--- config.mk ---
export PLATFORM = sky130hd
export DESIGN_NAME = capture_ctrl
export DESIGN_NICKNAME = d
export VERILOG_FILES = /design/src/rtl/capture_pkg.sv /design/src/rtl/mod_addr_cnt.sv /design/src/rtl/capture_ctrl.sv
export SDC_FILE = /design/constraint.sdc
export NUM_CORES = 1
export LEC_CHECK = 0
export CORE_MARGIN = 2
export CORE_UTILIZATION = 55
export CTS_BUF_LIST = sky130_fd_sc_hd__clkbuf_8
export CTS_CLUSTER_DIAMETER = 120
export CTS_CLUSTER_SIZE = 14
export DETAILED_ROUTE_END_ITERATION = 8
export GPL_TIMING_DRIVEN = 1
export PLACE_DENSITY_LB_ADDON = 0.25
export SETUP_SLACK_MARGIN = 0.1
export SLEW_MARGIN = 5
export SYNTH_ARGS = -nofsm -noshare
export SYNTH_HDL_FRONTEND = slang
export SYNTH_SLANG_ARGS = --single-unit
--- constraint.sdc ---
create_clock -name clk -period 3.2 [get_ports clk]
set_input_delay 0.64 -clock clk [delete_from_list [all_inputs] [get_ports clk]]
set_output_delay 0.64 -clock clk [all_outputs]
set_load 0.005 [all_outputs]
--- src/rtl/capture_pkg.sv ---
// Shared types and defaults for the capture controller slice.
package capture_pkg;

  localparam int unsigned CAP_ENTRIES = 384;

  typedef enum logic [2:0] {
    ST_IDLE  = 3'd0,
    ST_FILL  = 3'd1,
    ST_ARMED = 3'd2,
    ST_POST  = 3'd3,
    ST_DONE  = 3'd4
  } cap_state_t;

endpackage

--- src/rtl/mod_addr_cnt.sv ---
// Modulo-ENTRIES wrapping counter with synchronous clear and enable.
module mod_addr_cnt
  import capture_pkg::*;
#(
  parameter int unsigned ENTRIES = CAP_ENTRIES,
  parameter int unsigned AW      = $clog2(ENTRIES)
) (
  input  logic          clk,
  input  logic          rst_n,
  input  logic          i_clr,
  input  logic          i_en,
  output logic [AW-1:0] o_cnt,
  output logic [AW-1:0] o_cnt_inc
);

  localparam logic [AW-1:0] LP_LAST = AW'(ENTRIES - 1);

  logic [AW-1:0] r_cnt;

  // Depth need not be a power of two, so the wrap is explicit.
  always_comb begin
    if (r_cnt == LP_LAST) begin
      o_cnt_inc = {AW{1'b0}};
    end else begin
      o_cnt_inc = r_cnt + AW'(1);
    end
  end

  always_ff @(posedge clk or negedge rst_n) begin
    if (!rst_n) begin
      r_cnt <= {AW{1'b0}};
    end else if (i_clr) begin
      r_cnt <= {AW{1'b0}};
    end else if (i_en) begin
      r_cnt <= o_cnt_inc;
    end else begin
      r_cnt <= r_cnt;
    end
  end

  assign o_cnt = r_cnt;

endmodule

--- src/rtl/capture_ctrl.sv ---
// Sample-RAM write-side capture controller: pre-trigger fill, armed wait,
// post-trigger count and done handshake back to the trigger logic.
module capture_ctrl
  import capture_pkg::*;
#(
  parameter int unsigned ENTRIES = CAP_ENTRIES,
  parameter int unsigned AW      = $clog2(ENTRIES)
) (
  input  logic          clk,
  input  logic          rst_n,
  input  logic          i_run,
  input  logic          i_wrt_smpl,
  input  logic          i_triggered,
  input  logic [AW-1:0] i_trig_pos,
  output logic          o_we,
  output logic [AW-1:0] o_waddr,
  output logic          o_armed,
  output logic          o_set_capture_done,
  output logic          o_capture_done,
  output logic [AW-1:0] o_trig_addr,
  output logic [AW-1:0] o_rd_start
);

  localparam logic [AW-1:0] LP_LAST      = AW'(ENTRIES - 1);
  localparam logic [AW-1:0] LP_ENTRIES_A = AW'(ENTRIES);
  localparam logic [AW:0]   LP_ENTRIES_W = (AW+1)'(ENTRIES);

  cap_state_t    r_state, w_next_state;
  logic [AW-1:0] r_tpos, r_pre_cnt, r_post_cnt, r_trig_addr;
  logic          r_armed, r_set_capture_done, r_capture_done;
  logic          w_run_ok, w_we;
  logic [AW-1:0] w_tpos_in, w_waddr_inc, w_post_target;
  logic          w_pre_hit, w_post_last;
  logic [AW:0]   w_rd_diff, w_rd_fix;

  mod_addr_cnt #(.ENTRIES(ENTRIES), .AW(AW)) u_waddr (
    .clk       (clk),
    .rst_n     (rst_n),
    .i_clr     (w_run_ok),
    .i_en      (w_we),
    .o_cnt     (o_waddr),
    .o_cnt_inc (w_waddr_inc)
  );

  assign w_tpos_in     = (i_trig_pos > LP_LAST) ? LP_LAST : i_trig_pos;
  assign w_pre_hit     = ((r_pre_cnt + AW'(1)) == r_tpos);
  assign w_post_target = LP_ENTRIES_A - r_tpos - AW'(1);
  assign w_post_last   = (r_post_cnt == w_post_target);

  // State register
  always_ff @(posedge clk or negedge rst_n) begin
    if (!rst_n) begin
      r_state <= ST_IDLE;
    end else begin
      r_state <= w_next_state;
    end
  end

  // Next-state logic
  always_comb begin
    w_next_state = r_state;
    case (r_state)
      ST_IDLE, ST_DONE: begin
        if (i_run) begin
          w_next_state = (w_tpos_in == {AW{1'b0}}) ? ST_ARMED : ST_FILL;
        end else begin
          w_next_state = r_state;
        end
      end
      ST_FILL:  w_next_state = (w_we && w_pre_hit) ? ST_ARMED : ST_FILL;
      ST_ARMED: w_next_state = i_triggered ? ST_POST : ST_ARMED;
      ST_POST:  w_next_state = (w_we && w_post_last) ? ST_DONE : ST_POST;
      default:  w_next_state = ST_IDLE;
    endcase
  end

  // Combinational outputs: write enable and run acceptance
  always_comb begin
    w_we     = 1'b0;
    w_run_ok = 1'b0;
    case (r_state)
      ST_IDLE, ST_DONE:        w_run_ok = i_run;
      ST_FILL, ST_ARMED, ST_POST: w_we  = i_wrt_smpl;
      default: begin
        w_we     = 1'b0;
        w_run_ok = 1'b0;
      end
    endcase
  end

  // Counters, latched trigger position and trigger address
  always_ff @(posedge clk or negedge rst_n) begin
    if (!rst_n) begin
      r_tpos      <= {AW{1'b0}};
      r_pre_cnt   <= {AW{1'b0}};
      r_post_cnt  <= {AW{1'b0}};
      r_trig_addr <= {AW{1'b0}};
    end else begin
      if (w_run_ok) begin
        r_tpos    <= w_tpos_in;
        r_pre_cnt <= {AW{1'b0}};
      end else if ((r_state == ST_FILL) && w_we) begin
        r_pre_cnt <= r_pre_cnt + AW'(1);
      end else begin
        r_pre_cnt <= r_pre_cnt;
      end
      // A write coincident with the trigger is still pre-trigger data.
      if ((r_state == ST_ARMED) && i_triggered) begin
        r_post_cnt  <= {AW{1'b0}};
        r_trig_addr <= w_we ? w_waddr_inc : o_waddr;
      end else if ((r_state == ST_POST) && w_we) begin
        r_post_cnt  <= r_post_cnt + AW'(1);
      end else begin
        r_post_cnt  <= r_post_cnt;
      end
    end
  end

  // Registered status; done pulse fires on the first cycle spent in DONE
  always_ff @(posedge clk or negedge rst_n) begin
    if (!rst_n) begin
      r_armed            <= 1'b0;
      r_set_capture_done <= 1'b0;
      r_capture_done     <= 1'b0;
    end else begin
      r_armed            <= (w_next_state == ST_ARMED);
      r_set_capture_done <= (r_state == ST_DONE) && !r_capture_done;
      if (w_run_ok) begin
        r_capture_done <= 1'b0;
      end else if (r_state == ST_DONE) begin
        r_capture_done <= 1'b1;
      end else begin
        r_capture_done <= r_capture_done;
      end
    end
  end

  // Oldest sample address, borrow corrected back into 0..ENTRIES-1
  always_comb begin
    w_rd_diff = {1'b0, r_trig_addr} - {1'b0, r_tpos};
    if (w_rd_diff[AW]) begin
      w_rd_fix = w_rd_diff + LP_ENTRIES_W;
    end else begin
      w_rd_fix = w_rd_diff;
    end
  end

  assign o_we               = w_we;
  assign o_armed            = r_armed;
  assign o_set_capture_done = r_set_capture_done;
  assign o_capture_done     = r_capture_done;
  assign o_trig_addr        = r_trig_addr;
  assign o_rd_start         = w_rd_fix[AW-1:0];

endmodule

==> results.json, run 1 <==
{
  "drt-initial-drc-count": 170,
  "wl_met2_mm": 4.11,
  "synth_area_sq_um": 3140,
  "nets": 453,
  "yosys.area_share.simple_pct": 22.6,
  "cp_max_fo": 3,
  "rsz0062_at_grt": "yes",
  "slew_viol_final": 0,
  "hpwl_mm": 5.93,
  "antenna_found_initial": 0,
  "antenna_left": 0,
  "utilization_pct": 73.1,
  "synthArstFlopShare_pct": 100,
  "route.met3.wl_um": 401,
  "fin_crit_sh_pct": 96.2,
  "timing.critical_path.from_type": "flop",
  "core_area_sq_um": 5510,
  "crit_chain": "inv_2, ha_4, fa_2, nor2b_1, o31a_1, o41ai_4, o32ai_2, a221oi_2, buf_2",
  "top_layer": "met4",
  "synth-compound-area-share_pct": 17.5,
  "setup_ws_ns": 0.123,
  "synthMuxAreaShare_pct": 0.638,
  "ios": 45,
  "period_needed_ns": 3.08,
  "avgRoutedWirePerCell_um": 16.6,
  "syn_nets": 386,
  "drcViolationCount": 0,
  "place_ws_ns": 0.0552,
  "grt_pass1_vias": 2820,
  "drive_above_1_share_pct": 13.1,
  "setup_viol": 0,
  "reg2reg_depth": 7,
  "cts-root-buf": "clkbuf_8",
  "critPathCaptureType": "output pin",
  "path_clk_slew_ns": 0.10,
  "grt-ovfl-total": 0,
  "syn_area_per_cell_sq_um": 8.74,
  "synth_fa_ha_area_share_pct": 5.42,
  "worstPathArrival_ns": 2.44,
  "synth_edf_count": 0,
  "synth_top_family_by_area": "simple AND/OR/NAND/NOR gates",
  "vias": 2917,
  "max_clock_freq_mhz": 325,
  "slowest_delay_ns": 0.40,
  "fin_skew_ns": 0.00793,
  "required_ns": 2.56,
  "totalWireLength_mm": 8.31,
  "worstMarginPinSlew_ns": 0.741,
  "cts_buffers": 5,
  "synth-seq-cells": 51,
  "maxSlewHeadroom_pct": 50.6,
  "initial_core_util_pct": 57.0,
  "cts_tree": "done",
  "cts_sinks": 51,
  "grtUsageTotal_pct": 27.3,
  "yosysSeqAreaShare_pct": 40.7,
  "ys.flop_type": "dfrtp_1",
  "power_density_nw_per_um2": 809,
  "num_antenna_cells": 0,
  "drt-met1-wl_mm": 3.61,
  "die_area_sq_um": 6330,
  "htreeDepth": 2,
  "synthXorXnorAreaFrac_pct": 8.93,
  "synthCells": 359,
  "reg2reg_to": "o_armed",
  "firstDrtPassIters": 5,
  "crit_type": "reg -> out",
  "power_leakage_nw": 1.76,
  "grt_max_degree": 37,
  "clk_latency_ns": 0.31,
  "cts_buffer_depth": 2,
  "status": "finished, final reports clean",
  "synth.distinct_cells": 50,
  "place.gp.congestion": 0.915,
  "grt_pass1_wl_mm": 13.3,
  "hold_viol": 0,
  "row_count": 27,
  "min_path_type": "in -> async",
  "cap_violations": 0,
  "fp.dieW_um": 79.5,
  "yosys_warnings": 0,
  "port_buffers": 44,
  "dieHeight_um": 79.5,
  "vdd_drop_max_v": 0.000568,
  "via_per_inst": 5.85,
  "syn2layout_area_growth_pct": 28.2,
  "crit_slowest_cell": "dfrtp_1",
  "r2r_slack_ns": 0.93,
  "regToRegStartpoint": "r_pre_cnt[0]"
}
==> how the worst max path moves through the flow <==
stage / start / endpoint / slack [ns]
finish: o_trig_addr[0] / o_rd_start[8] / 0.12
global route: o_trig_addr[0] / o_rd_start[8] / -0.05
CTS: r_tpos[1] / o_rd_start[8] / 0.16
detailed placement: o_trig_addr[0] / o_rd_start[8] / 0.06
global placement: o_trig_addr[2] / o_rd_start[8] / 0.06
floorplan: r_tpos[2] / o_rd_start[8] / 0.51
==> layout by cell type, fill, tap and decap left out, types with 3 or more instances in the layout <==
master           Yosys  layout
xor2_1              17      17
clkdlybuf4s50_1      0      40
clkbuf_8             0       6
o21a_1               5       5
nand2_1             35      35
o31ai_1              7       7
nand4_1              8       8
ha_1                12      10
inv_1               20      18
nand2b_1             3       3
and2_1               6       6
xnor2_1             15      15
nor3_1               7       6
and3_1               5       5
or3_1                5       5
o21ai_0             45      44
a21oi_1             11      10
a211oi_1             3       3
nor2b_1              7       7
dfrtp_1             51      51
nand3_1             10      10
nor2_1              39      37
buf_4                0      29
==> area by class of cell <==
type | instances | area, sq um
Timing Repair Buffer | 73 | 646
Clock buffer | 6 | 82.6
Inverter | 20 | 75.1
Sequential cell | 51 | 1280
Multi-Input combinational cell | 275 | 1820
Tap cell | 72 | 90.1
Fill cell | 398 | 1480
Clock inverter | 2 | 35.0
==> repair_timing <==
| action | CTS | global route |
|---|---|---|
| pin swaps | 1 | 8 |
| hold endpoints to repair | 0 | 0 |
| buffers inserted | 1 | 3 |
| gates resized for setup | 12 | 12 |
| setup endpoints to repair | 3 | 3 |
| hold buffers | 0 | 0 |
==> report_power, final <==
part           switching [mW]  total, mW  internal (mW)
Clock                   0.216      0.469          0.253
Sequential              0.172      0.965          0.793
Combinational           0.878       1.82          0.943
==> metal layers <==
| metal | up-vias | global-route usage [%] |
|---|---|---|
| li1 | 1403 | - |
| met2 | 87 | 47.4 |
| met1 | 1409 | 34.5 |
| met3 | 18 | 5.20 |
| met5 | - | 0 |
| met4 | 0 | 8.28 |
==> state kept, by name (all words and copies together) (netlist names) <==
register	count
o_armed	1
o_capture_done	1
o_set_capture_done	1
o_trig_addr	9
r_post_cnt	9
r_pre_cnt	9
r_state	3
r_tpos	9
u_waddr.o_cnt	9
==> cell families (layout without fill, tap and decap cells) <==
family          after synthesis  count (layout)
compound gates               89              89
xor+xnor                     32              32
flops                        51              51
mux                           2               2
fa+ha+maj                    13              13
buf+inv                      33             101
simple gates                139             139
==> synthesized netlist by cell type (all sizes together) (2+ instances only) <==
library cell / number / share of area, %
dfrtp: 51 / 41
o21ai: 45 / 7.2
mux2i: 2 / 0.64
nor2: 39 / 4.7
nand2b: 3 / 0.60
a21oi: 11 / 1.8
nor4: 3 / 0.80
xnor2: 15 / 4.2
nor4b: 2 / 0.56
o21a: 5 / 1.2
or3: 5 / 1.0
o32ai: 2 / 0.56
o31ai: 7 / 1.7
clkbuf: 11 / 1.3
nand3: 10 / 1.6
xor2: 17 / 4.7
and2: 6 / 1.2
ha: 12 / 4.8
buf: 2 / 0.52
nand4: 8 / 1.6
o41ai: 4 / 1.1
and3: 5 / 1.0
nor3: 7 / 1.1
nand4b: 2 / 0.56
nor2b: 7 / 1.4
a211oi: 3 / 0.72
inv: 20 / 2.4
nand2: 35 / 4.2
==> worst max-delay path: cells and delay by family (launching register included) <==
| family | cells | cell delay [ns] |
|---|---|---|
| buffers and inverters | 2 | 0.24 |
| adder cells (fa/ha/maj) | 2 | 0.36 |
| AND/OR/NAND/NOR | 1 | 0.06 |
| AO/OA/AOI/OAI | 4 | 1.09 |
| flip-flops | 1 | 0.40 |
==> per-stage QoR <==
| step | cell area, sq um | hold slack, ns | TNS, ns | std cells | power (mW) |
|---|---|---|---|---|---|
| 6_report | 4020 | 0.236 | 0 | 499 | 3.25 |
| 5_1_grt | 4020 | 0.256 | -0.0462 | 499 | 3.47 |
| 4_1_cts | 3940 | 0.249 | 0 | 496 | 3.13 |
| 3_5_place_dp | 3790 | 0.452 | 0 | 487 | 2.63 |
| 3_3_place_gp | 3790 | 0.444 | 0 | 487 | 2.58 |
| 2_1_floorplan | 3140 | 0.344 | 0 | 359 | 1.83 |
Power figures use the tool's default switching activity.
==> run 2: changes to the inputs <==
- CORE_MARGIN: 2 -> 4
- CORE_UTILIZATION: 55 -> 51
- clock period: 3.2 -> 2.7 ns (I/O delays scaled with it)
==> results.json, run 2 (same netlist as run 1, synthesis figures left out) <==
{
  "status": "finished, violations left",
  "violations": "setup timing",
  "utilization_pct": 69.7,
  "fin_skew_ns": 0.0146,
  "cp_max_fo": 2,
  "worstMarginPinSlew_ns": 0.650,
  "ios": 45,
  "avgRoutedWirePerCell_um": 15.7,
  "power_density_nw_per_um2": 950,
  "max_clock_freq_mhz": 346,
  "place.gp.congestion": 0.904,
  "most-common-layout-cells": "dfrtp_1 (51), buf_4 (49), o21ai_0 (42), nor2_1 (38), clkdlybuf4s50_1 (38)",
  "hpwl_mm": 6.12,
  "final_common_cell": "dfrtp_1",
  "via_per_inst": 5.73,
  "totalWireLength_mm": 8.19,
  "syn2layout_area_growth_pct": 32.3,
  "grt_pass1_vias": 2938,
  "antenna_left": 0,
  "cts_tree": "done",
  "grt_max_degree": 52,
  "slew_viol_final": 0,
  "period_needed_ns": 2.89,
  "cts_buffers": 5,
  "hold_viol": 0,
  "rsz0062_at_grt": "yes",
  "initial_core_util_pct": 52.7,
  "timing.critical_path.from_type": "flop",
  "die_area_sq_um": 7470,
  "place_ws_ns": -0.390,
  "hold_buffers": 0,
  "cts_sinks": 51,
  "path_clk_slew_ns": 0.10,
  "cap_violations": 0,
  "grtUsageTotal_pct": 23.5,
  "power_leakage_nw": 1.84,
  "drcViolationCount": 0,
  "drive_above_1_share_pct": 17.9,
  "grt-ovfl-total": 0,
  "setup_ws_ns": -0.190,
  "core_area_sq_um": 5960,
  "min_path_type": "in -> async",
  "nFillCells": 490,
  "cts_buffer_depth": 2,
  "fin_area_sq_um": 4150,
  "htreeDepth": 2,
  "required_ns": 2.16,
  "firstDrtPassIters": 4,
  "dpl_cell_area_sq_um": 3930,
  "critPathCaptureType": "output pin",
  "row_count": 28,
  "clk_latency_ns": 0.32,
  "antenna_found_initial": 0,
  "crit_type": "reg -> out",
  "dieHeight_um": 86.4,
  "reg2reg_depth": 7,
  "grt_pass1_wl_mm": 14.0,
  "fp.dieW_um": 86.4,
  "maxSlewHeadroom_pct": 56.6,
  "vias": 2993,
  "vdd_drop_max_v": 0.000588,
  "port_buffers": 44,
  "num_antenna_cells": 0,
  "drt-initial-drc-count": 163,
  "hold_ws_ns": 0.310,
  "cts-root-buf": "clkbuf_8",
  "fin_crit_sh_pct": 107,
  "setup_viol": 3,
  "worstPathArrival_ns": 2.35,
  "nets": 473
}
## run 2: cell types whose count changed in the layout (fill, tap and decap cells not counted), sizes merged
cell,change
buf,+22
clkbuf,-1
clkdlybuf4s50,-2
inv,+1
## run 2: worst paths after layout
path | start | end | slack, ns
setup / recovery | o_trig_addr[0] | o_rd_start[8] | -0.19
setup reg to reg | r_pre_cnt[0] | o_armed | 0.43
hold reg to reg | o_capture_done | o_set_capture_done | 0.48
min in group clk | o_capture_done | o_set_capture_done | 0.48
hold / removal | rst_n | r_pre_cnt[8] | 0.31
max in group asynchronous | rst_n | u_waddr.o_cnt[6] | 1.93
## run 2: area by class of cell
type	count	area [sq um]	share of cell area [%]
clock inverter	3	47.5	1.14
timing repair buffer	93	786	18.9
clock buffer	5	68.8	1.66
tap	75	93.8	2.26
sequential	51	1280	30.7
inverter	20	75.1	1.81
multi-input combinational	275	1810	43.5
## run 2: per-stage QoR
step | cells | TNS [ns] | power, mW
floorplan | 359 | 0 | 2.17
global placement | 508 | -0.589 | 3.21
detailed placement | 508 | -0.724 | 3.26
CTS | 520 | -0.683 | 3.92
global route | 522 | -1.20 | 4.26
finish | 522 | -0.476 | 3.95
## run 2: report_power, final
group | total (mW) | internal [mW] | switching [mW] | leakage [nW]
clock network | 0.560 | 0.281 | 0.279 | 0.0587
registers | 1.13 | 0.939 | 0.189 | 0.676
logic | 2.26 | 1.21 | 1.05 | 1.11
## run 2: what timing repair did
action,4_1_cts,5_1_grt
pin swaps,9,6
setup buffers,4,2
endpoints found under the setup margin,7,7
gates resized for setup,32,2
## run 2: worst max-delay path: stages, from the launching register on
cell,delay (ns)
dfrtp_1,0.38
inv_1,0.06
ha_2,0.19
fa_2,0.20
nor2b_1,0.05
o31a_1,0.27
o41ai_2,0.27
o32ai_1,0.14
a221oi_1,0.31
buf_2,0.17
## run 2: routing by layer
layer  track usage, %  vias up  share of wire, %
met2             38.7       94                49
met3             4.47       15               5.0
met1             31.4     1439                45
met4             7.22        0               1.7
met5                0        -                 0
li1                 -     1445                 -
